## src/rtl/ibex_rvfi_trace_buffer.sv

```systemverilog
// ---------------------------------------------------------------------------
// ibex_rvfi_trace_buffer
//
// Post-mortem trace capture fed by the RVFI retire stream. Once armed, every
// retired instruction is written into a circular buffer. The oldest record is
// overwritten when the buffer is full. A trigger (manual, PC match, trap or
// interrupt) freezes the window after PostTrig further records. The frozen
// window is then drained oldest-first over a valid/ready read port.
//
// Record layout: [31:0] pc, [63:32] insn, [64] trap, [65] intr, [67:66] mode,
// and when CaptureMem: [99:68] mem_addr, [103:100] rmask, [107:104] wmask.
//
// Ports
//   clk_i, rst_i          clock, synchronous active-high reset
//   rvfi_*_i              retire stream (mem fields used only if CaptureMem)
//   arm_i                 pulse: clear buffer and start capturing
//   trig_mode_i           0 manual, 1 PC match, 2 trap, 3 interrupt
//   trig_pc_i             PC compare value for mode 1
//   trig_now_i            manual trigger, honoured in every mode
//   rd_valid_o/rd_ready_i read handshake, active only once capture is frozen
//   rd_data_o             oldest stored record
//   count_o               records currently stored
//   state_o               0 IDLE, 1 ARMED, 2 POST, 3 DONE
//   wrapped_o             sticky: a record was overwritten since arm
// ---------------------------------------------------------------------------
module ibex_rvfi_trace_buffer #(
    parameter int unsigned  Depth      = 16,
    parameter int unsigned  PostTrig   = 4,
    parameter bit           CaptureMem = 1'b0,
    localparam int unsigned RecW       = 68 + (CaptureMem ? 40 : 0),
    localparam int unsigned CntW       = $clog2(Depth + 1)
) (
    input  logic            clk_i,
    input  logic            rst_i,
    input  logic            rvfi_valid_i,
    input  logic [31:0]     rvfi_pc_rdata_i,
    input  logic [31:0]     rvfi_insn_i,
    input  logic            rvfi_trap_i,
    input  logic            rvfi_intr_i,
    input  logic [1:0]      rvfi_mode_i,
    input  logic [31:0]     rvfi_mem_addr_i,
    input  logic [3:0]      rvfi_mem_rmask_i,
    input  logic [3:0]      rvfi_mem_wmask_i,
    input  logic            arm_i,
    input  logic [1:0]      trig_mode_i,
    input  logic [31:0]     trig_pc_i,
    input  logic            trig_now_i,
    output logic            rd_valid_o,
    input  logic            rd_ready_i,
    output logic [RecW-1:0] rd_data_o,
    output logic [CntW-1:0] count_o,
    output logic [1:0]      state_o,
    output logic            wrapped_o
);

    localparam int unsigned AW = (Depth > 1) ? $clog2(Depth) : 1;
    localparam int unsigned PW = (PostTrig > 0) ? $clog2(PostTrig + 1) : 1;

    typedef enum logic [1:0] {
        ST_IDLE  = 2'd0,
        ST_ARMED = 2'd1,
        ST_POST  = 2'd2,
        ST_DONE  = 2'd3
    } state_e;

    state_e          r_state;
    state_e          w_state_next;
    logic [RecW-1:0] r_mem [Depth];
    logic [AW-1:0]   r_wr_ptr;
    logic [AW-1:0]   r_rd_ptr;
    logic [CntW-1:0] r_count;
    logic [PW-1:0]   r_post;
    logic            r_wrapped;

    logic [RecW-1:0] w_rec;
    logic            w_capturing;
    logic            w_store;
    logic            w_full;
    logic            w_match;
    logic            w_trig;
    logic            w_pop;

    generate
        if (CaptureMem) begin : g_mem
            assign w_rec = {rvfi_mem_wmask_i, rvfi_mem_rmask_i, rvfi_mem_addr_i,
                            rvfi_mode_i, rvfi_intr_i, rvfi_trap_i,
                            rvfi_insn_i, rvfi_pc_rdata_i};
        end else begin : g_nomem
            // Memory fields are deliberately dropped in this configuration.
            logic w_unused_mem;
            assign w_unused_mem = ^{rvfi_mem_addr_i, rvfi_mem_rmask_i, rvfi_mem_wmask_i};
            assign w_rec = {rvfi_mode_i, rvfi_intr_i, rvfi_trap_i,
                            rvfi_insn_i, rvfi_pc_rdata_i};
        end
    endgenerate

    // NOTE: every signal written in always_comb gets a default first so no
    // path leaves it unassigned, which would infer a latch.
    always_comb begin
        w_match = 1'b0;
        unique case (trig_mode_i)
            2'd1:    w_match = (rvfi_pc_rdata_i == trig_pc_i);
            2'd2:    w_match = rvfi_trap_i;
            2'd3:    w_match = rvfi_intr_i;
            default: w_match = 1'b0;
        endcase
    end

    assign w_capturing = (r_state == ST_ARMED) || (r_state == ST_POST);
    // arm and reset both discard anything retiring in the same cycle.
    assign w_store     = rvfi_valid_i && w_capturing && !arm_i && !rst_i;
    assign w_full      = (r_count == CntW'(Depth));
    assign w_trig      = (r_state == ST_ARMED) && (trig_now_i || (rvfi_valid_i && w_match));
    assign w_pop       = (r_state == ST_DONE) && (r_count != '0) && rd_ready_i;

    always_comb begin
        w_state_next = r_state;
        unique case (r_state)
            ST_ARMED: begin
                if (w_trig) begin
                    w_state_next = (PostTrig == 0) ? ST_DONE : ST_POST;
                end
            end
            ST_POST: begin
                // r_post is at least 1 while in POST; the last post-trigger
                // record freezes the window.
                if (rvfi_valid_i && (r_post == PW'(1))) begin
                    w_state_next = ST_DONE;
                end
            end
            ST_DONE: begin
                if (w_pop && (r_count == CntW'(1))) begin
                    w_state_next = ST_IDLE;
                end
            end
            default: w_state_next = r_state;
        endcase
    end

    // NOTE: sequential state uses non-blocking assignments so every register
    // samples pre-edge values regardless of statement order.
    always_ff @(posedge clk_i) begin
        if (rst_i) begin
            r_state   <= ST_IDLE;
            r_wr_ptr  <= '0;
            r_rd_ptr  <= '0;
            r_count   <= '0;
            r_post    <= '0;
            r_wrapped <= 1'b0;
        end else if (arm_i) begin
            r_state   <= ST_ARMED;
            r_wr_ptr  <= '0;
            r_rd_ptr  <= '0;
            r_count   <= '0;
            r_post    <= '0;
            r_wrapped <= 1'b0;
        end else begin
            r_state <= w_state_next;
            // Store and pop never coincide: stores happen only while
            // capturing, pops only once frozen.
            if (w_store) begin
                r_wr_ptr <= r_wr_ptr + AW'(1);
                if (w_full) begin
                    // Full: the write lands on the oldest slot, so the read
                    // pointer steps past it and the count stays at Depth.
                    r_rd_ptr  <= r_rd_ptr + AW'(1);
                    r_wrapped <= 1'b1;
                end else begin
                    r_count <= r_count + CntW'(1);
                end
            end
            if (w_pop) begin
                r_rd_ptr <= r_rd_ptr + AW'(1);
                r_count  <= r_count - CntW'(1);
            end
            if (w_trig) begin
                r_post <= PW'(PostTrig);
            end else if ((r_state == ST_POST) && rvfi_valid_i) begin
                r_post <= r_post - PW'(1);
            end
        end
    end

    // NOTE: the record array has no reset; count and pointers alone define
    // which entries are meaningful, and skipping the reset keeps it a RAM.
    always_ff @(posedge clk_i) begin
        if (w_store) begin
            r_mem[r_wr_ptr] <= w_rec;
        end
    end

    assign rd_valid_o = (r_state == ST_DONE) && (r_count != '0);
    assign rd_data_o  = r_mem[r_rd_ptr];
    assign count_o    = r_count;
    assign state_o    = r_state;
    assign wrapped_o  = r_wrapped;

endmodule

```

## config.mk

```make
export PLATFORM = sky130hd
export DESIGN_NAME = ibex_rvfi_trace_buffer
export DESIGN_NICKNAME = d
export VERILOG_FILES = /design/src/rtl/ibex_rvfi_trace_buffer.sv
export SDC_FILE = /design/constraint.sdc
export NUM_CORES = 1
export LEC_CHECK = 0
export BUFFER_PORTS_ARGS = -buffer_cell sky130_fd_sc_hd__buf_4
export CORE_MARGIN = 5
export CORE_UTILIZATION = 55
export DETAILED_ROUTE_END_ITERATION = 8
export GPL_ROUTABILITY_DRIVEN = 0
export PLACE_DENSITY = 0.76
export REMOVE_ABC_BUFFERS = 1
export SLEW_MARGIN = 15
export SYNTH_ARGS = -nofsm -noshare
export SYNTH_HDL_FRONTEND = slang
export SYNTH_SLANG_ARGS = --single-unit
```

## constraint.sdc

```tcl
create_clock -name clk_i -period 8.1 [get_ports clk_i]
set_input_delay 2.025 -clock clk_i [delete_from_list [all_inputs] [get_ports clk_i]]
set_output_delay 2.025 -clock clk_i [all_outputs]
set_load 0.02 [all_outputs]
```

==> impl_results.md, run 1 <==
- Most frequent CP cell: mux4_2
- Library cells used by synthesis: 37
- Grt ovf: 0
- Outcome: completed
- Fin. max-slew vios: 0
- Worst min path class: reg2reg
- P per Cell Area: 236 nW/µm²
- Routed Antenna Nets: 0
- Max incr delay on CP: 1.05 ns
- Die height: 288 µm
- Fraction of the mapped netlist area in simple logic gates: 0.0104
- Top-area cell type share of the netlist area: 0.771
- Setup tns final: 0 ns
- Worst setup SP type: flop
- WL per Instance: 30.5 µm
- Post-synth EDFFs: 1088
- Clk sinks: 1111
- Lkg Pwr: 14.9 nW
- Total CTS buffers: 105
- Worst-Skew Late Latency: 0.66 ns
- Synth Area in Compound Gates: 0.00328
- Adder-cell share of the synthesized area: 0.00443
- Pwr Total: 0.0115 W
- # IOs: 225
- Skew final: 0.0219 ns
- Die X: 288 µm
- Setup slack, reg-to-reg: 4.37 ns
- Fin crit share: 0.712
- Final WS setup: 2.33 ns
- DRT iter0 DRCs: 2161
- DP Wirelength: 47.7 mm
- Final Net Count: 2121
- Worst vdd ir: 194 µV
- Tot GR Track Use: 0.230
- Kind of critical path: reg2out
- DRT Wirelength: 93.9 mm
- Worst EP required: 6.08 ns
- Mux cell area share after synthesis: 0.181
- Syn Inst Count: 1711
- Main combinational cell family by area after synthesis: multiplexers
- Die Area: 82700 µm²
- Vias per inst: 6.27
- Buffers on Ports: 184
- Synth area leaders: edfxtp_1 (77%), mux4_2 (18%), dfxtp_1 (1.1%), xnor2_1 (0.50%), ha_1 (0.44%)
- Max_cap viols: 0
- Initial antenna violation count: 6
- Average cell area after synthesis: 24.8 µm²
- Layout Utilization: 0.638
- Area of the core: 76200 µm²
- Area delta synth->final: 14.7%
- Synth warnings: 0
- CTS clk-pin slew, worst paths: 0.06 ns
- RSZ-0062 raised after global routing: false
- Cell chain of the critical path: buf_12 -> mux4_2 -> mux4_2 -> buf_4
- Setup Buffers After CTS: 0
- Relative slew margins: 0.244
- Post-CTS resize count: 0
- Crit path max-delay cell type: dfxtp_4
- Hold Path Depth: 2
- Cell Count Post-Placement: 2881
- Top_reg_cell synth: edfxtp_1
- Xor and xnor fraction of the mapped netlist area: 0.00868
- CP endpoint kind: primary output
- R2R cell count: 8
- Clk buf depth: 3
- Iteration count of the initial detailed-routing pass: 7
- Endpoints failing hold: 0
- Max H-tree Level: 3
- Setup WS pre-CTS: 2.81 ns
- Setup Viol. Count Final: 0
- Num rows: 101
- Crit path time final: 5.77 ns
- Vias in the first global route: 20420
- Share of layout cells above drive strength 1: 0.359
- Slew @ Worst Pin: 1.13 ns
- Initial Util: 0.556
- Achievable Freq: 173 MHz
- Fillers: 4745
- Ys async rst share: 0
- #FFs+latches synth: 1111
- CTS root buffer: clkbuf_16
- Register area share after synthesis: 0.782
- Largest net degree at the start of global routing: 134
- Mapped cell area: 42400 µm²
- First-pass GRT wire length: 138 mm
- Count of non-filler cells in the finished layout: 3079
- Worst Path Max Fanout: 133
- Worst EP arrival: 3.74 ns
- Post-CTS Hold Fix Bufs: 0
- Total number of vias: 19303
- # DRC: 0
- CTS tree: yes
- Largest area contributor in the synthesized netlist: edfxtp_1
## critical path: cells and delay by family, from the launching register on
family | cells | cell delay, ns
buffers and inverters | 2 | 0.86
flip-flops | 1 | 1.05
multiplexers | 2 | 1.02
## final cells by class
type                            count  area [µm²]  area share
Sequential cell                  1111       33100       0.682
Clock buffer                      125        2750      0.0565
Tap cell                         1030        1290      0.0265
Multi-Input combinational cell    509        8920       0.184
Timing Repair Buffer              221        1720      0.0354
Inverter                           10        37.5    0.000772
Clock inverter                     71         736      0.0151
Antenna cell                        2        5.00    0.000103
## synthesized netlist by cell type (all sizes together) (2+ instances only)
cell type and n:
nand2 14, a21oi 7, nand4 7, and2 3, nor3 7, nand2b 3
nand3 7, clkbuf 45, nor3b 3, ha 15, a31oi 6, edfxtp 1088
nor2b 2, nor4 4, buf 36, mux4 340, nand3b 2, xnor2 24
o21ai 3, inv 10, xor2 18, dfxtp 23, nor4b 2, nor2 30
or2 2
## worst paths after layout
kind | from | end
hold reg to reg | wrapped_o | wrapped_o
setup / recovery | flop | rd_data_o[4]
hold / removal | wrapped_o | wrapped_o
setup reg to reg | state_o[0] | r_mem[0][45]
## power by group
part | switching [W] | internal [W] | total, W
sequential | 0.00000402 | 0.00631 | 0.00632
combinational | 0.000135 | 0.0000719 | 0.000207
clock | 0.00207 | 0.00287 | 0.00494
total | 0.00221 | 0.00925 | 0.0115
## layout by cell type, fill, tap and decap left out, types with 4 or more instances in the layout
| cell type | netlist | routed |
|---|---|---|
| a21oi_1 | 7 | 7 |
| clkinv_1 | 0 | 30 |
| buf_12 | 0 | 5 |
| nand2_1 | 14 | 14 |
| nand3_1 | 7 | 7 |
| edfxtp_1 | 1088 | 1088 |
| dfxtp_1 | 23 | 19 |
| inv_6 | 0 | 5 |
| nor3_2 | 0 | 4 |
| ha_1 | 15 | 15 |
| xnor2_1 | 24 | 24 |
| clkbuf_1 | 45 | 18 |
| clkinv_2 | 0 | 15 |
| clkbuf_16 | 0 | 107 |
| bufinv_16 | 0 | 14 |
| nor2_1 | 30 | 18 |
| nor2_4 | 0 | 12 |
| nand4_1 | 7 | 7 |
| mux4_2 | 340 | 340 |
| inv_1 | 10 | 10 |
| a31oi_1 | 6 | 6 |
| dfxtp_4 | 0 | 4 |
| xor2_1 | 18 | 18 |
| buf_4 | 0 | 216 |
## cells by family (layout without fill, tap and decap cells)
group           Yosys count  count (layout)
flops                  1111            1111
compound gates           22              22
simple gates             89              89
fa+ha+maj                15              15
other cells               0               2
buf+inv                  91             427
mux                     341             341
xor+xnor                 42              42
## stage by stage
step / instance area (µm²) / hold slack (ns)
after global routing: 48600 / 0.576
final: 48600 / 0.518
after CTS: 48600 / 0.519
after global placement: 45100 / 0.483
after floorplan: 42000 / 0.475
after detailed placement: 45100 / 0.487
## registers in the layout, summed over array words and instances, names as in the netlist, named ones only
signal     flops
r_rd_ptr       4
r_wr_ptr       4
state_o        2
count_o        5
wrapped_o      1
r_mem       1088
r_post         3
## routing by layer
layer | track usage | wire, µm | vias up
li1 | - | - | 7888
met1 | 0.312 | 35400 | 10265
met2 | 0.387 | 48300 | 997
met3 | 0.0511 | 8020 | 143
met4 | 0.0557 | 1980 | 10
met5 | 0.00952 | 159 | -
Note: power is estimated with default switching activity, not from simulation.
==> run 2: changes to the inputs <==
--- a/config.mk
+++ b/config.mk
@@ -7,10 +7,10 @@
 export LEC_CHECK = 0
 export BUFFER_PORTS_ARGS = -buffer_cell sky130_fd_sc_hd__buf_4
 export CORE_MARGIN = 5
-export CORE_UTILIZATION = 55
+export CORE_UTILIZATION = 61
 export DETAILED_ROUTE_END_ITERATION = 8
 export GPL_ROUTABILITY_DRIVEN = 0
-export PLACE_DENSITY = 0.76
+export PLACE_DENSITY = 0.8
 export REMOVE_ABC_BUFFERS = 1
 export SLEW_MARGIN = 15
 export SYNTH_ARGS = -nofsm -noshare
==> constraint.sdc (replaced) <==
create_clock -name clk_i -period 5.4 [get_ports clk_i]
set_input_delay 1.35 -clock clk_i [delete_from_list [all_inputs] [get_ports clk_i]]
set_output_delay 1.35 -clock clk_i [all_outputs]
set_load 0.02 [all_outputs]
==> run 2 against run 1 <==
Compared with the run above:
- global-route usage up 5.9 points
- first-iteration DRC count rose by 43%
- highest routed layer unchanged
- final cell count fell by 2.5%
- critical path depth unchanged
==> impl_results.md, run 2 (synthesis results as in run 1) <==
- Outcome: completed
- Tot GR Track Use: 0.288 (+0.0588)
- Cell chain of the critical path: buf_4 -> mux4_2 -> mux4_2 -> buf_4
- # DRC: 0 (unchanged)
- Setup Viol. Count Final: 0 (unchanged)
- Hold Path Depth: 2 (unchanged)
- Skew final: 0.0238 ns (+0.00182 ns)
- # IOs: 225 (unchanged)
- Die X: 274 µm (-4.9%)
- P per Cell Area: 359 nW/µm² (+52%)
- Count of non-filler cells in the finished layout: 3003 (-2.5%)
- Worst Path Max Fanout: 47 (-65%)
- Setup WS pre-CTS: 1.36 ns (-1.45 ns)
- Crit Reg-Reg Endpoint: r_mem[13][42]
- Most flop-heavy register: r_mem
- Slew @ Worst Pin: 1.14 ns (+0.00430 ns)
- Initial antenna violation count: 7 (+1)
- Layout Utilization: 0.712 (+0.0746)
- Area delta synth->final: 15.5%
- Cell Count Post-Placement: 2797 (-2.9%)
- CTS root buffer: clkbuf_16
- Hold path start: wrapped_o
- Worst EP required: 4.05 ns (-2.03 ns)
- RSZ-0062 raised after global routing: false
- Crit path time final: 4.57 ns
- Max H-tree Level: 3 (unchanged)
- Worst vdd ir: 216 µV (+11%)
- Final Net Count: 2138 (+0.80%)
- Setup slack, reg-to-reg: 2.22 ns (-2.15 ns)
- Leading cell type in the layout, fill and taps excluded: edfxtp_1
- Iteration count of the initial detailed-routing pass: 6 (-1)
- Commonest cells after routing, fill and taps aside: edfxtp_1 (1088), mux4_2 (340), buf_4 (215)
- Max_cap viols: 0 (unchanged)
- Clk sinks: 1111 (unchanged)
- Area of the core: 68700 µm² (-9.8%)
- Total CTS buffers: 107 (+1.9%)
- Routed Antenna Nets: 0 (unchanged)
- Worst min path class: reg2reg
- Num rows: 96 (-5.0%)
- Buffers on Ports: 184 (unchanged)
- Lkg Pwr: 15.1 nW (+1.3%)
- Post-CTS Hold Fix Bufs: 0 (unchanged)
- Relative slew margins: 0.243 (-0.00107)
- Fin. max-slew vios: 0 (unchanged)
- Achievable Freq: 219 MHz
- R2r startpoint: state_o[1]
- Worst setup SP type: flop
- Largest net degree at the start of global routing: 62 (-54%)
- Post-CTS resize count: 0 (unchanged)
- Pwr Total: 0.0176 W (+53%)
- Worst-Skew Late Latency: 0.65 ns (about the same)
- Fin crit share: 0.847
- R2R cell count: 7 (-1)
- Endpoints failing hold: 0 (unchanged)
- Max incr delay on CP: 0.87 ns (-0.18 ns)
- Die Area: 74900 µm² (-9.5%)
- Vias in the first global route: 21653 (+6.0%)
- Kind of critical path: reg2out
- DP Wirelength: 49.7 mm (+4.1%)
- Clk buf depth: 3 (unchanged)
- CTS clk-pin slew, worst paths: 0.06 ns (about the same)
- WL per Instance: 35.3 µm (+16%)
- Hold path endpoint: wrapped_o
- Grt ovf: 0 (unchanged)
- First-pass GRT wire length: 153 mm (+12%)
- Initial Util: 0.617 (+0.0607)
- CP endpoint kind: primary output
- Die height: 274 µm (-4.9%)
- Total number of vias: 20717 (+7.3%)
- WHS: 0.498 ns (-0.0205 ns)
- Worst EP arrival: 3.22 ns (-0.52 ns)
- Setup Buffers After CTS: 0 (unchanged)
- Final WS setup: 0.825 ns (-1.51 ns)
- Crit path max-delay cell type: dfxtp_4
- DRT iter0 DRCs: 3083 (+43%)
- Number of flip-flops in the largest register: 1088 (unchanged)
- CTS tree: yes
- DRT Wirelength: 106 mm (+13%)
- Share of layout cells above drive strength 1: 0.366 (+0.00758)
- Vias per inst: 6.90 (+10%)
run 2: area by class of cell:
type	instances	area (µm²)
flip-flops and latches	1111	33100
fillers	3649	19800
multi-input cells	509	8920
inverters	10	37.5
well taps	931	1160
diodes	10	25.0
clock buffers	132	2860
repair buffers	236	2030
clock inverters	64	769
run 2: stage by stage:
| step | setup TNS, ns | cell area (µm²) |
|---|---|---|
| 2_1_floorplan | -1233.54 | 42000 |
| 3_3_place_gp | 0 | 45300 |
| 3_5_place_dp | 0 | 45300 |
| 4_1_cts | 0 | 48900 |
| 5_1_grt | 0 | 48900 |
| 6_report | 0 | 49000 |
run 2: power by group:
group          leakage (nW)  internal (W)  total (W)  switching, W
Sequential             9.97       0.00947    0.00947    0.00000652
Combinational          3.33      0.000108   0.000315      0.000208
Clock                  1.76       0.00461    0.00777       0.00316
Total                  15.1        0.0142     0.0176       0.00337
run 2: layer usage:
| metal | track usage | part of all wire |
|---|---|---|
| met1 | 0.400 | 0.35 |
| met2 | 0.468 | 0.50 |
| met3 | 0.0640 | 0.11 |
| met4 | 0.0980 | 0.035 |
| met5 | 0 | 0.00011 |
run 2: worst max-delay path by stage:
stage               startpoint  depth (start not counted)            end  slack, ns
floorplan                 flop                          2   rd_data_o[0]      -8.24
global placement         rst_i                          6   r_mem[9][47]       1.41
detailed placement       rst_i                          6  r_mem[13][60]       1.36
CTS                       flop                          4  rd_data_o[53]       0.81
global route              flop                          4  rd_data_o[24]       0.73
finish                    flop                          4  rd_data_o[53]       0.83
run 2: critical path, delay by kind of cell, from the launching register on:
family,cells,cell delay [ns]
buffers and inverters,2,0.69
DFF,1,0.87
muxes,2,0.95
==> run 3: changes to the inputs <==
--- a/config.mk
+++ b/config.mk
@@ -5,12 +5,13 @@
 export SDC_FILE = /design/constraint.sdc
 export NUM_CORES = 1
 export LEC_CHECK = 0
+export ABC_AREA = 1
 export BUFFER_PORTS_ARGS = -buffer_cell sky130_fd_sc_hd__buf_4
 export CORE_MARGIN = 5
-export CORE_UTILIZATION = 61
+export CORE_UTILIZATION = 55
 export DETAILED_ROUTE_END_ITERATION = 8
 export GPL_ROUTABILITY_DRIVEN = 0
-export PLACE_DENSITY = 0.8
+export PLACE_DENSITY = 0.76
 export REMOVE_ABC_BUFFERS = 1
 export SLEW_MARGIN = 15
 export SYNTH_ARGS = -nofsm -noshare
==> constraint.sdc (replaced) <==
create_clock -name clk_i -period 3.9 [get_ports clk_i]
set_input_delay 0.975 -clock clk_i [delete_from_list [all_inputs] [get_ports clk_i]]
set_output_delay 0.975 -clock clk_i [all_outputs]
set_load 0.02 [all_outputs]
==> run 3 against run 2 <==
Compared with the run above:
- sequential power rose by 38%
- register-to-register slack got worse by 0.90 ns
- worst setup slack got worse by 0.63 ns
- count of clock-buffer cells in the layout rose by 12
- via count rose by 28%
- sequential share of layout area fell by 3.0 points
- combinational power rose by 42%
- final cell count rose by 49%
- routed wire length fell by 3.3%
- global-route usage fell by 5.8 points
- non-clock buffer count rose by 21
- critical endpoint is now rd_data_o[26]
==> impl_results.md, run 3 <==
- Outcome: completed
- Fin. max-slew vios: 0 (unchanged)
- Setup tns final: 0 ns (unchanged)
- Vias per inst: 5.89 (-15%)
- #FFs+latches synth: 1111 (unchanged)
- RSZ-0062 raised after global routing: false
- Tot GR Track Use: 0.231 (-0.0576)
- Grt ovf: 0 (unchanged)
- Achievable Freq: 270 MHz
- Leading cell types by count after synthesis: edfxtp_1 (1088), inv_1 (338), o21ai_0 (333)
- Synth warnings: 0 (unchanged)
- Share of layout cells above drive strength 1: 0.127 (-0.239)
- Worst vdd ir: 400 µV (+86%)
- Initial antenna violation count: 7 (unchanged)
- Clk buf depth: 3 (unchanged)
- P per Cell Area: 456 nW/µm² (+27%)
- Final Net Count: 3503 (+64%)
- Number of flip-flops in the largest register: 1088 (unchanged)
- Synth area leaders: edfxtp_1 (73%), mux2i_1 (6.1%), o211ai_1 (4.5%), o21ai_0 (3.7%), a21oi_1 (3.2%)
- Largest area contributor in the synthesized netlist: edfxtp_1
- Post-CTS Hold Fix Bufs: 0 (unchanged)
- Worst-Skew Late Latency: 0.65 ns (about the same)
- Worst EP arrival: 2.73 ns (-0.49 ns)
- Die X: 296 µm (+8.2%)
- Total number of vias: 26418 (+28%)
- Max H-tree Level: 3 (unchanged)
- Iteration count of the initial detailed-routing pass: 6 (unchanged)
- Worst Path Max Fanout: 32 (-32%)
- Num rows: 104 (+8.3%)
- Lkg Pwr: 17.0 nW (+13%)
- Fillers: 5589 (+53%)
- Mapped cell area: 45000 µm² (+6.1%)
- Setup Buffers After CTS: 0 (unchanged)
- Initial Util: 0.556 (-0.0605)
- Max_cap viols: 0 (unchanged)
- Endpoints failing hold: 0 (unchanged)
- Syn Inst Count: 3170 (+85%)
- Die height: 296 µm (+8.2%)
- Area delta synth->final: 14.0%
- Worst EP required: 2.92 ns (-1.13 ns)
- DP Wirelength: 52.1 mm (+4.9%)
- Post-CTS resize count: 0 (unchanged)
- WL per Instance: 22.9 µm (-35%)
- Clk sinks: 1111 (unchanged)
- Top_reg_cell synth: edfxtp_1
- First-pass GRT wire length: 153 mm (-0.42%)
- Post-synth EDFFs: 1088 (unchanged)
- Crit path time final: 3.70 ns
- Routed Antenna Nets: 0 (unchanged)
- Die Area: 87600 µm² (+17%)
- # DRC: 0 (unchanged)
- Area of the core: 80800 µm² (+18%)
- Average cell area after synthesis: 14.2 µm² (-43%)
- Vias in the first global route: 25615 (+18%)
- Slew @ Worst Pin: 1.03 ns (-0.109 ns)
- Worst min path class: reg2reg
- Top-area cell type share of the netlist area: 0.727 (-0.0442)
- Commonest cells after routing, fill and taps aside: edfxtp_1 (1088), inv_1 (338), o21ai_0 (333)
- Register area share after synthesis: 0.737 (-0.0448)
- # IOs: 225 (unchanged)
- CP endpoint kind: primary output
- Leading cell type in the layout, fill and taps excluded: edfxtp_1
- CTS clk-pin slew, worst paths: 0.06 ns (about the same)
- Relative slew margins: 0.316 (+0.0729)
- CTS tree: yes
- Skew final: 0.0195 ns (-0.00430 ns)
- Total CTS buffers: 107 (unchanged)
- Most flop-heavy register: r_mem
- Cell with the most instances after synthesis: edfxtp_1
- DRT Wirelength: 103 mm (-3.3%)
- WHS: 0.483 ns (-0.0146 ns)
- Setup Viol. Count Final: 0 (unchanged)
- Setup WS pre-CTS: 0.795 ns (-0.569 ns)
- DRT iter0 DRCs: 2540 (-18%)
- Ys async rst share: 0 (unchanged)
- Fin crit share: 0.950
- Kind of critical path: reg2out
- Buffers on Ports: 184 (unchanged)
- Largest net degree at the start of global routing: 182 (+190%)
- Library cells used by synthesis: 38 (+2.7%)
- Final WS setup: 0.196 ns (-0.630 ns)
- CTS root buffer: clkbuf_16
- Worst setup SP type: flop
run 3: cell types whose count changed after synthesis, moves of 83 or more:
cell and delta:
mux4_2 -340, o21ai_0 +330, inv_1 +328, a21oi_1 +280
mux2i_1 +272, o211ai_1 +272, nand2_1 +143, nand3_1 +83
run 3: metal layers:
| layer | vias to the layer above | wire (µm) | track usage |
|---|---|---|---|
| met3 | 163 | 8070 | 0.0397 |
| met5 | - | 62 | 0 |
| met2 | 1040 | 49800 | 0.381 |
| met4 | 10 | 2390 | 0.0667 |
| li1 | 12149 | - | - |
| met1 | 13056 | 42300 | 0.322 |
run 3: stage by stage:
stage	util	power [W]	std cells	instance area [µm²]
after CTS	0.634	0.0235	4482	51300
after detailed placement	0.593	0.0138	4291	47900
final	0.634	0.0234	4484	51300
after floorplan	-	0.0135	2974	44000
after global placement	0.593	0.0138	4291	47900
after global routing	0.634	0.0241	4482	51300
run 3: power by group:
part / internal, W / switching (W) / leakage, nW
Sequential: 0.0131 / 0.00000838 / 9.97
Combinational: 0.000141 / 0.000306 / 5.38
Clock: 0.00567 / 0.00415 / 1.62
Total: 0.0189 / 0.00446 / 17.0
run 3: path summary, 6_finish.rpt:
path	cells past startpoint	slack (ns)	startpoint	to
hold / removal	2	0.48	wrapped_o	wrapped_o
setup / recovery	8	0.20	flop	rd_data_o[26]
setup reg to reg	7	1.32	state_o[0]	r_mem[13][33]
hold reg to reg	2	0.48	wrapped_o	wrapped_o
run 3: area by class of cell:
| type | instances | area [µm²] | area share |
|---|---|---|---|
| inverter | 343 | 1300 | 0.0254 |
| sequential | 1111 | 33100 | 0.647 |
| timing repair buffer | 257 | 2420 | 0.0472 |
| antenna | 2 | 5.00 | 0.0000976 |
| clock inverter | 47 | 435 | 0.00849 |
| clock buffer | 144 | 2880 | 0.0562 |
| multi-input combinational | 1520 | 9750 | 0.190 |
| tap | 1060 | 1330 | 0.0259 |
run 3: logic make-up after synthesis:
| family | after synthesis | synth area share |
|---|---|---|
| buffers and inverters | 539 | 0.0490 |
| adders and majority gates | 15 | 0.00417 |
| AOI/OAI and AO/OA | 915 | 0.118 |
| and+or+nand+nor | 306 | 0.0295 |
| muxes | 272 | 0.0606 |
| xor gates and xnor gates | 12 | 0.00234 |
| DFF | 1111 | 0.737 |
run 3: critical path: stages, from the launching register on:
cell and delay [ns]:
dfxtp_4 0.60, buf_12 0.24, buf_4 0.36, a21oi_1 0.13
o21ai_0 0.13, o211ai_1 0.14, nand3_1 0.15, nand2_1 0.10
buf_4 0.18
